**config.mk**
```make
export PLATFORM = sky130hd
export DESIGN_NAME = sr_4094_shifter
export DESIGN_NICKNAME = d
export VERILOG_FILES = /design/src/rtl/sr_4094_pkg.sv /design/src/rtl/clk_divider_tick.sv /design/src/rtl/sr_4094_shifter.sv
export SDC_FILE = /design/constraint.sdc
export NUM_CORES = 1
export LEC_CHECK = 0
export BUFFER_PORTS_ARGS = -buffer_cell sky130_fd_sc_hd__buf_2
export CAP_MARGIN = 30
export CORE_UTILIZATION = 50
export DETAILED_ROUTE_END_ITERATION = 10
export HOLD_SLACK_MARGIN = 0.06
export PLACE_DENSITY = 0.74
export RECOVER_POWER = 50
export SYNTH_ARGS = -nofsm -noshare
export SYNTH_HDL_FRONTEND = slang
export SYNTH_SLANG_ARGS = --single-unit
export TNS_END_PERCENT = 30
```
**constraint.sdc**
```tcl
create_clock -name clk -period 2.8 [get_ports clk]
set_input_delay 0 -clock clk [delete_from_list [all_inputs] [get_ports clk]]
set_output_delay 0 -clock clk [all_outputs]
set_load 0.03 [all_outputs]
```
**src/rtl/sr_4094_pkg.sv**
```systemverilog
// sr_4094_pkg
// Shared definitions for the CD4094 chain shifter: FSM state encoding and
// default chain width / sr_clk half-period.
package sr_4094_pkg;

   localparam int unsigned SR_DEFAULT_WIDTH   = 24;
   localparam int unsigned SR_DEFAULT_CLK_DIV = 4;

   typedef enum logic [2:0] {
      IDLE     = 3'd0,
      SHIFT_LO = 3'd1,
      SHIFT_HI = 3'd2,
      STROBE   = 3'd3,
      DONE     = 3'd4
   } sr_state_t;

endpackage

```
**src/rtl/clk_divider_tick.sv**
```systemverilog
// clk_divider_tick
// Emits a one-cycle tick every CLK_DIV clk cycles. restart clears the count so
// that the first tick after a restart comes exactly CLK_DIV cycles later.
//
// Ports
//   clk      system clock, rising edge
//   rst      synchronous active-high reset
//   restart  clear the count (asserted on the edge that enters a new state)
//   tick     high on the last cycle of each CLK_DIV-cycle period
module clk_divider_tick #(
   parameter int unsigned CLK_DIV = 4
) (
   input  logic clk,
   input  logic rst,
   input  logic restart,
   output logic tick
);

   localparam int unsigned CW = $clog2(CLK_DIV + 1);
   localparam logic [CW-1:0] TC = CW'(CLK_DIV - 1);

   logic [CW-1:0] cnt;

   assign tick = (cnt == TC);

   // Clearing on tick keeps the count from ever wrapping.
   always_ff @(posedge clk) begin
      if (rst || restart || tick) begin
         cnt <= '0;
      end else begin
         cnt <= cnt + 1'b1;
      end
   end

endmodule

```
**src/rtl/sr_4094_shifter.sv**
```systemverilog
// sr_4094_shifter
// Shifts a WIDTH-bit word MSB-first into a chain of CD4094 shift/latch
// registers, then pulses STROBE to move it onto the 4094 outputs.
// sr_clk runs at clk/(2*CLK_DIV); sr_data only moves while sr_clk is low.
//
// Build option SR_4094_READBACK_EN: adds the readback port. The bit returning
// on sr_miso (QS of the last 4094) is captured once per shifted bit, so after
// a transfer readback holds what the chain contained before that transfer.
//
// Ports
//   clk        system clock, rising edge
//   rst        synchronous active-high reset (aborts without strobing)
//   start      one-cycle transfer request, accepted only in IDLE
//   data       word to shift, sampled with an accepted start
//   busy       transfer in progress
//   done       one-cycle completion pulse
//   sr_clk     4094 CLK
//   sr_data    4094 serial DATA
//   sr_strobe  4094 STROBE
//   sr_miso    QS from the last 4094 in the chain
//   readback   previous chain contents (SR_4094_READBACK_EN only)
//
// state    | meaning
// IDLE     | waiting for start, all 4094 lines low
// SHIFT_LO | sr_clk low, current MSB presented on sr_data
// SHIFT_HI | sr_clk high (4094 samples on the rise), sr_data held
// STROBE   | sr_clk low, STROBE high to latch the chain onto the outputs
// DONE     | one-cycle done pulse, then back to IDLE
module sr_4094_shifter
   import sr_4094_pkg::*;
#(
   parameter int unsigned WIDTH   = SR_DEFAULT_WIDTH,
   parameter int unsigned CLK_DIV = SR_DEFAULT_CLK_DIV
) (
   input  logic             clk,
   input  logic             rst,
   input  logic             start,
   input  logic [WIDTH-1:0] data,
   output logic             busy,
   output logic             done,
   output logic             sr_clk,
   output logic             sr_data,
   output logic             sr_strobe,
   input  logic             sr_miso
`ifdef SR_4094_READBACK_EN
   ,
   output logic [WIDTH-1:0] readback
`endif
);

   localparam int unsigned BW = $clog2(WIDTH + 1);
   localparam logic [BW-1:0] BIT_LAST = BW'(WIDTH);

   sr_state_t        state;
   sr_state_t        state_next;
   logic [WIDTH-1:0] shift_reg;
   logic [BW-1:0]    bit_cnt;
   logic [BW-1:0]    bit_cnt_inc;
   logic             tick;
   logic             restart;
   logic             load;
   logic             shift;

   assign bit_cnt_inc = bit_cnt + 1'b1;

   // Restart the divider on every state change so each state lasts exactly
   // CLK_DIV cycles from its entry.
   assign restart = (state_next != state);

   clk_divider_tick #(
      .CLK_DIV (CLK_DIV)
   ) u_tick (
      .clk     (clk),
      .rst     (rst),
      .restart (restart),
      .tick    (tick)
   );

   always_ff @(posedge clk) begin
      if (rst) begin
         state <= IDLE;
      end else begin
         state <= state_next;
      end
   end

   always_comb begin
      state_next = state;
      busy       = 1'b1;
      done       = 1'b0;
      sr_clk     = 1'b0;
      sr_data    = 1'b0;
      sr_strobe  = 1'b0;
      load       = 1'b0;
      shift      = 1'b0;
      case (state)
         IDLE: begin
            busy = 1'b0;
            if (start) begin
               load       = 1'b1;
               state_next = SHIFT_LO;
            end
         end
         SHIFT_LO: begin
            sr_data = shift_reg[WIDTH-1];
            if (tick) begin
               state_next = SHIFT_HI;
            end
         end
         SHIFT_HI: begin
            sr_clk  = 1'b1;
            sr_data = shift_reg[WIDTH-1];
            if (tick) begin
               shift      = 1'b1;
               state_next = (bit_cnt_inc == BIT_LAST) ? STROBE : SHIFT_LO;
            end
         end
         STROBE: begin
            sr_strobe = 1'b1;
            if (tick) begin
               state_next = DONE;
            end
         end
         DONE: begin
            done       = 1'b1;
            state_next = IDLE;
         end
         default: begin
            busy       = 1'b0;
            state_next = IDLE;
         end
      endcase
   end

   // The shift happens on the edge that drops sr_clk, so the next MSB
   // appears together with the falling edge, never with a rising one.
   always_ff @(posedge clk) begin
      if (rst) begin
         shift_reg <= '0;
         bit_cnt   <= '0;
      end else if (load) begin
         shift_reg <= data;
         bit_cnt   <= '0;
      end else if (shift) begin
         shift_reg <= {shift_reg[WIDTH-2:0], 1'b0};
         bit_cnt   <= bit_cnt_inc;
      end
   end

`ifdef SR_4094_READBACK_EN
   logic [WIDTH-1:0] capture;

   always_ff @(posedge clk) begin
      if (rst) begin
         capture  <= '0;
         readback <= '0;
      end else begin
         if (shift) begin
            capture <= {capture[WIDTH-2:0], sr_miso};
         end
         if (state == DONE) begin
            readback <= capture;
         end
      end
   end
`else
   logic unused_miso;
   assign unused_miso = sr_miso;
`endif

endmodule

```
==> results of run 1 <==
==> stage by stage <==
step           hold WS [ns]  setup slack [ns]  total power [mW]  util (%)  instances
6_report              0.116             0.739             0.938      70.1        259
5_1_grt               0.132             0.566             0.983      70.1        259
4_1_cts               0.101             0.837             0.943      70.5        259
3_5_place_dp          0.244             0.863             0.654      59.7        226
3_3_place_gp          0.226             0.946             0.648      59.7        226
2_1_floorplan         0.141              1.26             0.619         -        173
==> power by group <==
group	switching, mW	internal [mW]	total [mW]
combinational	0.0611	0.0712	0.132
sequential	0.0153	0.523	0.538
clock	0.171	0.0968	0.268
total	0.247	0.691	0.938
==> final timing paths <==
| kind | from | endpoint | slack (ns) | cells past startpoint |
|---|---|---|---|---|
| max | u_tick.cnt[0] | bit_cnt[4] | 0.74 | 7 |
| min | rst | shift_reg[0] | 0.12 | 2 |
| max reg2reg | u_tick.cnt[0] | bit_cnt[4] | 0.74 | 7 |
| min reg2reg | u_tick.cnt[0] | u_tick.cnt[0] | 0.45 | 1 |
==> cell type report <==
type,count,area (um^2)
clock buffer,6,41.3
sequential,35,701
fill,229,845
multi-input combinational,121,749
inverter,4,15.0
clock inverter,2,12.5
timing repair buffer,60,427
tap,31,38.8
==> layout by cell type, fill, tap and decap left out <==
| cell type | instances |
|---|---|
| sky130_fd_sc_hd__nor2_1 | 13 |
| sky130_fd_sc_hd__nand3_1 | 2 |
| sky130_fd_sc_hd__buf_4 | 3 |
| sky130_fd_sc_hd__clkinv_2 | 1 |
| sky130_fd_sc_hd__clkinvlp_4 | 1 |
| sky130_fd_sc_hd__and4bb_1 | 1 |
| sky130_fd_sc_hd__dfxtp_1 | 35 |
| sky130_fd_sc_hd__xor2_1 | 3 |
| sky130_fd_sc_hd__mux2_2 | 1 |
| sky130_fd_sc_hd__nor2b_1 | 1 |
| sky130_fd_sc_hd__buf_2 | 26 |
| sky130_fd_sc_hd__nor4b_4 | 1 |
| sky130_fd_sc_hd__ha_1 | 4 |
| sky130_fd_sc_hd__a2111o_1 | 1 |
| sky130_fd_sc_hd__o2bb2ai_1 | 1 |
| sky130_fd_sc_hd__nor3_1 | 4 |
| sky130_fd_sc_hd__clkbuf_1 | 6 |
| sky130_fd_sc_hd__inv_1 | 4 |
| sky130_fd_sc_hd__a31oi_1 | 1 |
| sky130_fd_sc_hd__xnor2_1 | 6 |
| sky130_fd_sc_hd__nand4_1 | 2 |
| sky130_fd_sc_hd__nand2b_1 | 1 |
| sky130_fd_sc_hd__a2111oi_2 | 1 |
| sky130_fd_sc_hd__mux2i_1 | 1 |
| sky130_fd_sc_hd__or2_1 | 1 |
| sky130_fd_sc_hd__nor3b_1 | 2 |
| sky130_fd_sc_hd__dlygate4sd3_1 | 25 |
| sky130_fd_sc_hd__clkbuf_4 | 5 |
| sky130_fd_sc_hd__nor4_1 | 1 |
| sky130_fd_sc_hd__a22oi_1 | 22 |
| sky130_fd_sc_hd__nand2_1 | 25 |
| sky130_fd_sc_hd__a21oi_1 | 23 |
| sky130_fd_sc_hd__o21ai_0 | 2 |
| sky130_fd_sc_hd__clkbuf_2 | 1 |
| sky130_fd_sc_hd__and2_1 | 1 |
==> metal layers <==
metal  wire, um  vias to the layer above  global-route usage, %
met5          0                        -                      0
met4         65                        0                   10.5
met3        177                        7                   4.76
met2       1650                       42                   38.4
met1       1430                      651                   26.1
li1           -                      718                      -
==> worst max-delay path, stage by stage (launching register included) <==
cell and delay, ns:
sky130_fd_sc_hd__dfxtp_1 0.36, sky130_fd_sc_hd__ha_1 0.15, sky130_fd_sc_hd__ha_1 0.24, sky130_fd_sc_hd__and4bb_1 0.24
sky130_fd_sc_hd__clkbuf_2 0.50, sky130_fd_sc_hd__nand4_1 0.19, sky130_fd_sc_hd__xor2_1 0.20, sky130_fd_sc_hd__nor2_1 0.06
==> cells in the mapped netlist <==
| master | number |
|---|---|
| sky130_fd_sc_hd__nor2b_1 | 1 |
| sky130_fd_sc_hd__o21ai_0 | 2 |
| sky130_fd_sc_hd__a2111oi_2 | 1 |
| sky130_fd_sc_hd__and4bb_1 | 1 |
| sky130_fd_sc_hd__nor4b_4 | 1 |
| sky130_fd_sc_hd__a31oi_1 | 1 |
| sky130_fd_sc_hd__nor3b_1 | 2 |
| sky130_fd_sc_hd__dfxtp_1 | 35 |
| sky130_fd_sc_hd__clkbuf_1 | 4 |
| sky130_fd_sc_hd__or2_1 | 1 |
| sky130_fd_sc_hd__nand3_1 | 2 |
| sky130_fd_sc_hd__buf_2 | 6 |
| sky130_fd_sc_hd__nor4_1 | 1 |
| sky130_fd_sc_hd__nor3_1 | 4 |
| sky130_fd_sc_hd__nand4_1 | 2 |
| sky130_fd_sc_hd__mux2i_1 | 1 |
| sky130_fd_sc_hd__a22oi_1 | 22 |
| sky130_fd_sc_hd__a2111o_1 | 1 |
| sky130_fd_sc_hd__xor2_1 | 3 |
| sky130_fd_sc_hd__o2bb2ai_1 | 1 |
| sky130_fd_sc_hd__mux2_2 | 1 |
| sky130_fd_sc_hd__inv_1 | 4 |
| sky130_fd_sc_hd__nand2_1 | 25 |
| sky130_fd_sc_hd__xnor2_1 | 6 |
| sky130_fd_sc_hd__and2_1 | 1 |
| sky130_fd_sc_hd__ha_1 | 4 |
| sky130_fd_sc_hd__nor2_1 | 13 |
| sky130_fd_sc_hd__buf_4 | 3 |
| sky130_fd_sc_hd__a21oi_1 | 23 |
| sky130_fd_sc_hd__nand2b_1 | 1 |
==> logic make-up after synthesis <==
group,share of synthesized area [%]
and+or+nand+nor,17.5
AOI/OAI and AO/OA,21.6
DFF,45.7
buffers and inverters,5.39
xor gates and xnor gates,5.14
adders and majority gates,3.27
muxes,1.39
==> metrics.log, run 1 <==
INFO  metric outcome = finished, violations left
INFO  metric violations = design-rule violations
INFO  metric vias = 1418
INFO  metric ios = 33
INFO  metric die-area = ~3300 um^2
INFO  metric number_of_flip_flops_in_the_largest_register = 24
INFO  metric finalHoldViolCount = 0
INFO  metric global_route_wire_length_before_repair = approximately 5600 um
INFO  metric count_of_instances_resized_after_the_clock_tree_is_built = 0
INFO  metric worst-endpoint-arrival = around 2.3 ns
INFO  metric synth_top_cells_by_area = sky130_fd_sc_hd__dfxtp_1 46%, sky130_fd_sc_hd__a22oi_1 11%, sky130_fd_sc_hd__a21oi_1 7.5%
INFO  metric via_count_of_the_first_global_routing_pass = about 1300
INFO  metric worstPathMaxFanout = 30
INFO  metric timing_worst_slew_pin_value = 0.606 ns
INFO  metric number_of_instances_in_the_synthesized_netlist = approximately 170
INFO  metric rows = 19
INFO  metric dpl-instance-area = about 1700 um^2
INFO  metric clock_insertion_delay_worst_skew = 0.34 ns
INFO  metric postCtsHoldBufs = 25
INFO  metric finalSetupViolCount = 0
INFO  metric detailed_routing_iteration_count_for_the_pre_antenna_repair_pass = 8
INFO  metric syn_avg_cell_area = about 8.9 um^2
INFO  metric tritoncts_clock_tree = done
INFO  metric nets_final = between 200 and 300
INFO  metric avgViaCountPerCell = roughly 5.5
INFO  metric route.detailed.drc = 2
INFO  metric grt_setup_unrepaired = no
INFO  metric ys_ff_latch = 35
INFO  metric max_cap_violations = 0
INFO  metric layout-drive-gt1-share = 17.5%
INFO  metric timing.final.max_slew_violations = 0
INFO  metric clkSlewWorstSetupHoldPaths = 0.10 ns
INFO  metric synth_sequential_area_ratio = 45.7%
INFO  metric synth_area = 1530 um^2
INFO  metric antenna_found_initial = 0
INFO  metric die_height = 57.4 um
INFO  metric path_class = flop to flop
INFO  metric ctsLongestPathBuffers = 2
INFO  metric width_of_the_chip = 57.4 um
INFO  metric cts.repair_timing.setup_buffer_count = 0
INFO  metric synthToLayoutAreaGrowth = 29.5%
INFO  metric worst_setup_path_end_kind = flop
INFO  metric initial_utilization = between 50% and 60%
INFO  metric timing.fmax = ~490 MHz
INFO  metric post-synth-top-area-cell = sky130_fd_sc_hd__dfxtp_1
INFO  metric fin_skew = around 0.010 ns
INFO  metric synth_nets = 205
INFO  metric port_buffers = 31
INFO  metric worstSetupStartpointType = flop
INFO  metric htree_levels = 2
INFO  metric final_area = between 1500 and 2000 um^2
INFO  metric design.core.area = 2830 um^2
INFO  metric max-vdd-ir-drop = about 340 uV
INFO  metric grt.overflow.total = 0
INFO  metric insertedDiodeCount = 0
INFO  metric leakage = 0.757 nW
INFO  metric detailedPlacementHpwl = between 2000 and 2500 um
INFO  metric largest_net_degree_at_the_start_of_global_routing = 31
INFO  metric worst_ep_required_time = ~3.0 ns
INFO  metric totalNegativeSetupSlack = 0 ns
INFO  metric finalWeightedCongestion = just over 0.7
INFO  metric synth-warning-count = 0
INFO  metric detail_route.wl_per_cell = roughly 13 um
INFO  metric min_period_over_period = 73.6%
INFO  metric netlist-cell-type-count = 30
INFO  metric maxSlewHeadroom = 59.6%
INFO  metric power_density = approximately 470 nW/um^2
INFO  metric antenna_nets_post_route = 0
INFO  metric cts-root-buf = sky130_fd_sc_hd__clkbuf_4
INFO  metric layout_min_cycle_time = between 2 and 2.5 ns
INFO  metric clkSinkCount = 35
INFO  metric gr-usage-all-layers = between 20 and 25%
INFO  metric holdCritPathClass = input port to flop
INFO  metric finalWirelength = approximately 3300 um
INFO  metric number_of_buffers_added_by_the_clock_tree_synthesis_step = 5
INFO  metric netlist.area_leader.share = between 40% and 50%
INFO  metric initialDrtViolationCount = 90
(Power assumes the default switching activity.)
==> inputs of run 2 (changes only) <==
==> constraint.sdc (replaced) <==
create_clock -name clk -period 1.9 [get_ports clk]
set_input_delay 0 -clock clk [delete_from_list [all_inputs] [get_ports clk]]
set_output_delay 0 -clock clk [all_outputs]
set_load 0.03 [all_outputs]
==> run 2 against run 1 <==
Against the previous run:
- the run still ends with design-rule violations left
- hold slack got worse by 0.012 ns
- clock skew decreased by 0.0041 ns
- sequential cell count unchanged
- via count increased by 3.9%
- critical path depth unchanged
- global-route usage increased by 0.35 points
- highest routed layer unchanged
==> metrics.log, run 2 (synthesized netlist as in run 1, its figures left out) <==
INFO  metric die-area = 3290 um^2 (unchanged)
INFO  metric seqPwrFrac = 52.1% (-5.2 points)
INFO  metric regToRegSetupSlack = 0.15 ns (-0.59 ns)
INFO  metric grt_setup_unrepaired = no
INFO  metric totalNegativeSetupSlack = 0 ns (unchanged)
INFO  metric count_of_instances_resized_after_the_clock_tree_is_built = 0 (unchanged)
INFO  metric worst-endpoint-arrival = 2.02 ns (-0.28 ns)
INFO  metric die_height = 57.4 um (unchanged)
INFO  metric design.core.area = 2830 um^2 (unchanged)
INFO  metric p_total = 1.52 mW (+62%)
INFO  metric vias = 1474 (+3.9%)
INFO  metric crit_path_frequent_cell = sky130_fd_sc_hd__ha_1
INFO  metric tritoncts_clock_tree = done
INFO  metric global_route_wire_length_before_repair = 5640 um (+0.25%)
INFO  metric tightest_hold_margin = 0.103 ns (-0.0125 ns)
INFO  metric netSwitchingFraction = 24.3% (-2.1 points)
INFO  metric initial_utilization = 54.2% (unchanged)
INFO  metric crit_family = simple AND/OR/NAND/NOR gates
INFO  metric htree_levels = 2 (unchanged)
INFO  metric timing.final.max_slew_violations = 0 (unchanged)
INFO  metric via_count_of_the_first_global_routing_pass = 1341 (+2.3%)
INFO  metric finalWirelength = 3400 um (+2.4%)
INFO  metric ios = 33 (unchanged)
INFO  metric rows = 19 (unchanged)
INFO  metric power_frac_clock = 35.0% (+6.5 points)
INFO  metric grt.overflow.total = 0 (unchanged)
INFO  metric critPathBufInv = 1 (unchanged)
INFO  metric timing.fmax = 571 MHz (+18%)
INFO  metric worstPathMaxFanout = 14 (-53%)
INFO  metric holdCritPathClass = input port to flop
INFO  metric finalSetupViolCount = 0 (unchanged)
INFO  metric crit_path_cell_trace = ha_1 -> ha_1 -> and4bb_1 -> nor2_1 -> clkbuf_2 -> nand2_1 -> a21oi_1
INFO  metric layout_min_cycle_time = 1.75 ns (-0.309 ns)
INFO  metric fin_skew = 0.00623 ns (-0.00414 ns)
INFO  metric gr-usage-all-layers = 22.6% (+0.35 points)
INFO  metric route.detailed.drc = 4 (+2)
INFO  metric layout_common_cells = 35 x sky130_fd_sc_hd__dfxtp_1, 26 x sky130_fd_sc_hd__buf_2, 25 x sky130_fd_sc_hd__nand2_1, 25 x sky130_fd_sc_hd__dlygate4sd3_1, 23 x sky130_fd_sc_hd__a21oi_1
INFO  metric detailedPlacementHpwl = 2170 um (+5.7%)
INFO  metric largest_net_degree_at_the_start_of_global_routing = 30 (-3.2%)
INFO  metric layout_commonest_cell = sky130_fd_sc_hd__dfxtp_1
INFO  metric leakage = 0.789 nW (+4.3%)
INFO  metric clkSlewWorstSetupHoldPaths = 0.11 ns (about the same)
INFO  metric port_buffers = 31 (unchanged)
INFO  metric detailed_routing_iteration_count_for_the_pre_antenna_repair_pass = 8 (unchanged)
INFO  metric worstSetupStartpointType = flop
INFO  metric max_cap_violations = 0 (unchanged)
INFO  metric avgViaCountPerCell = 5.63 (+2.8%)
INFO  metric max-vdd-ir-drop = 724 uV (+110%)
INFO  metric number_of_flip_flops_in_the_largest_register = 24 (unchanged)
INFO  metric internal_power = 1.15 mW (+67%)
INFO  metric initialDrtViolationCount = 57 (-37%)
INFO  metric timing.critical_path.slowest_stage_cell = sky130_fd_sc_hd__dfxtp_1
INFO  metric number_of_buffers_added_by_the_clock_tree_synthesis_step = 5 (unchanged)
INFO  metric outcome = finished, violations left
INFO  metric maxSlewHeadroom = 65.6% (+6.0 points)
INFO  metric timing_worst_slew_pin_value = 0.516 ns (-0.0899 ns)
INFO  metric layout-drive-gt1-share = 19.0% (+1.5 points)
INFO  metric width_of_the_chip = 57.4 um (unchanged)
INFO  metric power_density = 749 nW/um^2 (+58%)
INFO  metric switching_power = 0.369 mW (+49%)
INFO  metric worst_ep_required_time = 2.17 ns (-0.87 ns)
INFO  metric min_period_over_period = 92.2% (+19 points)
INFO  metric nets_final = 262 (+1.2%)
INFO  metric finalWeightedCongestion = 0.813 (+14%)
INFO  metric antenna_nets_post_route = 0 (unchanged)
INFO  metric detail_route.wl_per_cell = 13.0 um (+1.2%)
INFO  metric antenna_found_initial = 0 (unchanged)
INFO  metric clkSinkCount = 35 (unchanged)
INFO  metric clock_insertion_delay_worst_skew = 0.34 ns (about the same)
INFO  metric max_stage_delay = 0.33 ns (-0.17 ns)
INFO  metric number_of_inserted_filler_cells_in_the_final_layout = 228 (-0.44%)
INFO  metric ctsLongestPathBuffers = 2 (unchanged)
INFO  metric path_class = flop to flop
INFO  metric cts-root-buf = sky130_fd_sc_hd__clkbuf_4
INFO  metric cts.repair_timing.setup_buffer_count = 0 (unchanged)
INFO  metric relative_contribution_of_combinational_cells_to_total_power = 12.9% (-1.2 points)
INFO  metric violations = design-rule violations
INFO  metric worst_setup_path_end_kind = flop
INFO  metric insertedDiodeCount = 0 (unchanged)
INFO  metric postCtsHoldBufs = 25 (unchanged)
INFO  metric synthToLayoutAreaGrowth = 32.6%
INFO  metric finalHoldViolCount = 0 (unchanged)
run 2: cell types whose count changed in the layout (fill, tap and decap cells not counted), sizes merged:
cell      before  now
buf           29   31
clkinvlp       1    0
bufinv         0    1
clkinv         1    2
run 2: final timing paths:
kind	from	depth (start not counted)	end
max	u_tick.cnt[0]	7	shift_reg[12]
min	rst	2	shift_reg[0]
max reg2reg	u_tick.cnt[0]	7	shift_reg[12]
min reg2reg	u_tick.cnt[0]	1	u_tick.cnt[0]
run 2: per-layer routing:
| metal | up-vias | wire (um) | track usage [%] |
|---|---|---|---|
| met4 | 0 | 104 | 10.5 |
| li1 | 725 | - | - |
| met3 | 11 | 158 | 7.03 |
| met2 | 43 | 1650 | 37.5 |
| met1 | 695 | 1480 | 26.4 |
| met5 | - | 0 | 0 |
run 2: per-stage QoR:
step / area [um^2] / utilization (%) / std cells / setup slack [ns]
after CTS: 2040 / 72.2 / 262 / 0.139
after floorplan: 1530 / - / 173 / 0.355
after global routing: 2030 / 71.8 / 262 / 0.0218
after global placement: 1710 / 60.5 / 229 / 0.213
after detailed placement: 1710 / 60.5 / 229 / 0.141
final: 2030 / 71.8 / 262 / 0.149
run 2: layout make-up:
type                    instances  area (um^2)  share of cell area [%]
inverters                       4         15.0                   0.739
multi-input cells             121          749                    36.9
clock buffers                   5         37.5                    1.85
flip-flops and latches         35          701                    34.5
clock inverters                 3         43.8                    2.16
well taps                      31         38.8                    1.91
repair buffers                 63          447                    22.0
run 2: power by group through the flow:
stage / Sequential [mW] / Clock (mW) / Combinational [mW]
after floorplan: 0.800 / 0 / 0.112
after global placement: 0.807 / 0 / 0.150
after detailed placement: 0.809 / 0 / 0.158
after CTS: 0.792 / 0.553 / 0.198
after global routing: 0.797 / 0.576 / 0.217
final: 0.793 / 0.533 / 0.196
==> inputs of run 3 (changes only) <==
==> constraint.sdc (replaced) <==
create_clock -name clk -period 1.9 [get_ports clk]
set_input_delay 0.095 -clock clk [delete_from_list [all_inputs] [get_ports clk]]
set_output_delay 0.095 -clock clk [all_outputs]
set_load 0.03 [all_outputs]
==> run 3 against run 2 <==
Against the previous run:
- the flow still finishes with violations (design-rule violations)
- non-clock buffer count fell by 8
- global-route usage is 1.6 points lower
- die area did not move
- clock power is 17% lower
- sequential share of layout area is 1.5 points higher
- sequential power hardly changed
- clock skew rose by 0.00053 ns
- first-iteration DRC count is 3.5% lower
- via count down 5.7%
- routed wire length decreased by 8.0%
- critical endpoint unchanged
==> metrics.log, run 3 (synthesized netlist as in run 1, its figures left out) <==
INFO  metric outcome = finished, violations left
INFO  metric violations = design-rule violations
INFO  metric grt_setup_unrepaired = no
INFO  metric fin_skew = 0.00676 ns (+0.000527 ns)
INFO  metric clkSlewWorstSetupHoldPaths = 0.10 ns (about the same)
INFO  metric max_stage_delay = 0.34 ns (about the same)
INFO  metric power_density = 728 nW/um^2 (-2.7%)
INFO  metric postLayoutCoreUtil = 68.9% (-3.0 points)
INFO  metric layout_min_cycle_time = 1.75 ns (+0.00280 ns)
INFO  metric finalWirelength = 3130 um (-8.0%)
INFO  metric port_buffers = 31 (unchanged)
INFO  metric gr-usage-all-layers = 21.0% (-1.6 points)
INFO  metric largest_net_degree_at_the_start_of_global_routing = 30 (unchanged)
INFO  metric cts-root-buf = sky130_fd_sc_hd__clkbuf_4
INFO  metric tritoncts_clock_tree = done
INFO  metric power_frac_clock = 31.2% (-3.8 points)
INFO  metric grt_most_used_layer = met2
INFO  metric synthToLayoutAreaGrowth = 27.1%
INFO  metric antenna_nets_post_route = 0 (unchanged)
INFO  metric max_cap_violations = 0 (unchanged)
INFO  metric netSwitchingFraction = 23.7% (-0.60 points)
INFO  metric grt.overflow.total = 0 (unchanged)
INFO  metric max-vdd-ir-drop = 530 uV (-27%)
INFO  metric die_height = 57.4 um (unchanged)
INFO  metric clock_insertion_delay_worst_skew = 0.33 ns (about the same)
INFO  metric clkSinkCount = 35 (unchanged)
INFO  metric layout_commonest_cell = sky130_fd_sc_hd__dfxtp_1
INFO  metric worst-endpoint-arrival = 2.01 ns (about the same)
INFO  metric use_met1 = 24.5% (-1.9 points)
INFO  metric layoutNonFillerInstCount = 254 (-3.1%)
INFO  metric r2r-start = u_tick.cnt[0]
INFO  metric design.core.area = 2830 um^2 (unchanged)
INFO  metric via_count_of_the_first_global_routing_pass = 1322 (-1.4%)
INFO  metric worst_ep_required_time = 2.15 ns (-0.02 ns)
INFO  metric crit_path_cell_trace = ha_1 -> ha_1 -> and4bb_1 -> nor2_1 -> clkbuf_4 -> nand2_1 -> a21oi_1
INFO  metric detail_route.wl_per_cell = 12.3 um (-5.1%)
INFO  metric width_of_the_chip = 57.4 um (unchanged)
INFO  metric timing.critical_path.slowest_stage_cell = sky130_fd_sc_hd__dfxtp_1
INFO  metric rr_worst_depth = 7 (unchanged)
INFO  metric place.detailed.instances = 228 (-0.44%)
INFO  metric path_class = flop to flop
INFO  metric worst_setup_path_end_kind = flop
INFO  metric layout-drive-gt1-share = 18.8% (-0.21 points)
INFO  metric finalWeightedCongestion = 0.757 (-6.9%)
INFO  metric worstSetupStartpointType = flop
INFO  metric regToRegSetupSlack = 0.15 ns (about the same)
INFO  metric maxSlewHeadroom = 64.5% (-1.1 points)
INFO  metric avgViaCountPerCell = 5.47 (-2.7%)
INFO  metric global_route_wire_length_before_repair = 5350 um (-5.1%)
INFO  metric timing_worst_slew_pin_value = 0.533 ns (+0.0171 ns)
INFO  metric number_of_flip_flops_in_the_largest_register = 24 (unchanged)
INFO  metric initialDrtViolationCount = 55 (-3.5%)
INFO  metric min_period_over_period = 92.3% (+0.15 points)
INFO  metric antenna_found_initial = 0 (unchanged)
INFO  metric holdCritPathClass = input port to flop
INFO  metric timing.final.max_slew_violations = 0 (unchanged)
INFO  metric met2_usage = 34.9% (-2.7 points)
INFO  metric timing.fmax = 570 MHz (-0.16%)
INFO  metric insertedDiodeCount = 0 (unchanged)
INFO  metric layout_common_cells = 35 x sky130_fd_sc_hd__dfxtp_1, 26 x sky130_fd_sc_hd__buf_2, 25 x sky130_fd_sc_hd__nand2_1, 23 x sky130_fd_sc_hd__a21oi_1, 22 x sky130_fd_sc_hd__a22oi_1
INFO  metric switching_power = 0.336 mW (-9.0%)
INFO  metric ctsLongestPathBuffers = 2 (unchanged)
INFO  metric timing.critical_path.to = shift_reg[12]
INFO  metric initial_utilization = 54.2% (unchanged)
INFO  metric relative_contribution_of_combinational_cells_to_total_power = 12.9% (about the same)
INFO  metric number_of_buffers_added_by_the_clock_tree_synthesis_step = 5 (unchanged)
INFO  metric detailed_routing_iteration_count_for_the_pre_antenna_repair_pass = 8 (unchanged)
INFO  metric critical_path.startpoint = u_tick.cnt[0]
INFO  metric internal_power = 1.08 mW (-6.0%)
INFO  metric crit_path_frequent_cell = sky130_fd_sc_hd__ha_1
INFO  metric totalNegativeSetupSlack = 0 ns (unchanged)
INFO  metric die-area = 3290 um^2 (unchanged)
INFO  metric vias = 1390 (-5.7%)
INFO  metric finalHoldViolCount = 0 (unchanged)
INFO  metric worstPathMaxFanout = 22 (+8)
INFO  metric finalSetupViolCount = 0 (unchanged)
INFO  metric route.detailed.drc = 2 (-2)
INFO  metric leakage = 0.750 nW (-5.0%)
INFO  metric rows = 19 (unchanged)
INFO  metric seqPwrFrac = 55.9% (+3.8 points)
INFO  metric detailedPlacementHpwl = 2020 um (-6.7%)
INFO  metric nets_final = 254 (-3.1%)
INFO  metric ios = 33 (unchanged)
INFO  metric grt_util_met3 = 5.90% (-1.1 points)
INFO  metric htree_levels = 2 (unchanged)
INFO  metric worstReg2RegEnd = shift_reg[12]
## run 3: changes by cell type in the layout (fill, tap and decap cells not counted), sizes merged
cell,delta
clkbuf,+3
dlygate4sd3,-7
bufinv,-1
buf,-1
clkinv,-2
## run 3: how the worst min path moves through the flow
stage                          endpoint  depth (start not counted)  startpoint
after floorplan            shift_reg[0]                          2     data[0]
after global placement     shift_reg[0]                          3     data[0]
after detailed placement   shift_reg[0]                          3     data[0]
after CTS                 shift_reg[20]                          3    data[20]
after global routing       shift_reg[8]                          3     data[8]
final                      shift_reg[8]                          3     data[8]
## run 3: layout make-up
class                      instances  area, um^2
sequential                        35         701
multi-input combinational        121         749
tap                               31        38.8
fill                             230         881
clock buffer                       8        68.8
inverter                           4        15.0
timing repair buffer              55         375
## run 3: what timing repair did
item,CTS,global route
endpoints found under the hold margin,17,1
buffers inserted,0,0
resized for setup,0,1
setup endpoints to repair,0,1
hold buffers,17,1
## run 3: worst max-delay path: cells and delay by family, from the launching register on
family | cells | cell delay (ns)
flip-flops | 1 | 0.34
AND/OR/NAND/NOR | 3 | 0.44
buffers and inverters | 1 | 0.29
adder cells (fa/ha/maj) | 2 | 0.44
AO/OA/AOI/OAI | 1 | 0.16
## run 3: per-layer routing
metal / wire length, um / part of all wire [%]
met5: 0 / 0
met4: 69 / 2.2
met3: 128 / 4.1
met2: 1460 / 47
met1: 1470 / 47
## run 3: power groups by stage
| stage | sequential (mW) | clock, mW | combinational, mW |
|---|---|---|---|
| 2_1_floorplan | 0.800 | 0 | 0.112 |
| 3_3_place_gp | 0.807 | 0 | 0.148 |
| 3_5_place_dp | 0.809 | 0 | 0.154 |
| 4_1_cts | 0.792 | 0.459 | 0.180 |
| 5_1_grt | 0.797 | 0.495 | 0.204 |
| 6_report | 0.793 | 0.443 | 0.183 |
## run 3: through the flow
| step | hold slack, ns | worst slack, ns | area [um^2] | total power, mW |
|---|---|---|---|---|
| 6_report | 0.0776 | 0.146 | 1950 | 1.42 |
| 5_1_grt | 0.0735 | 0.0221 | 1950 | 1.50 |
| 4_1_cts | 0.0617 | 0.118 | 1940 | 1.43 |
| 3_5_place_dp | 0.331 | 0.145 | 1700 | 0.963 |
| 3_3_place_gp | 0.321 | 0.214 | 1700 | 0.955 |
| 2_1_floorplan | 0.236 | 0.355 | 1530 | 0.912 |
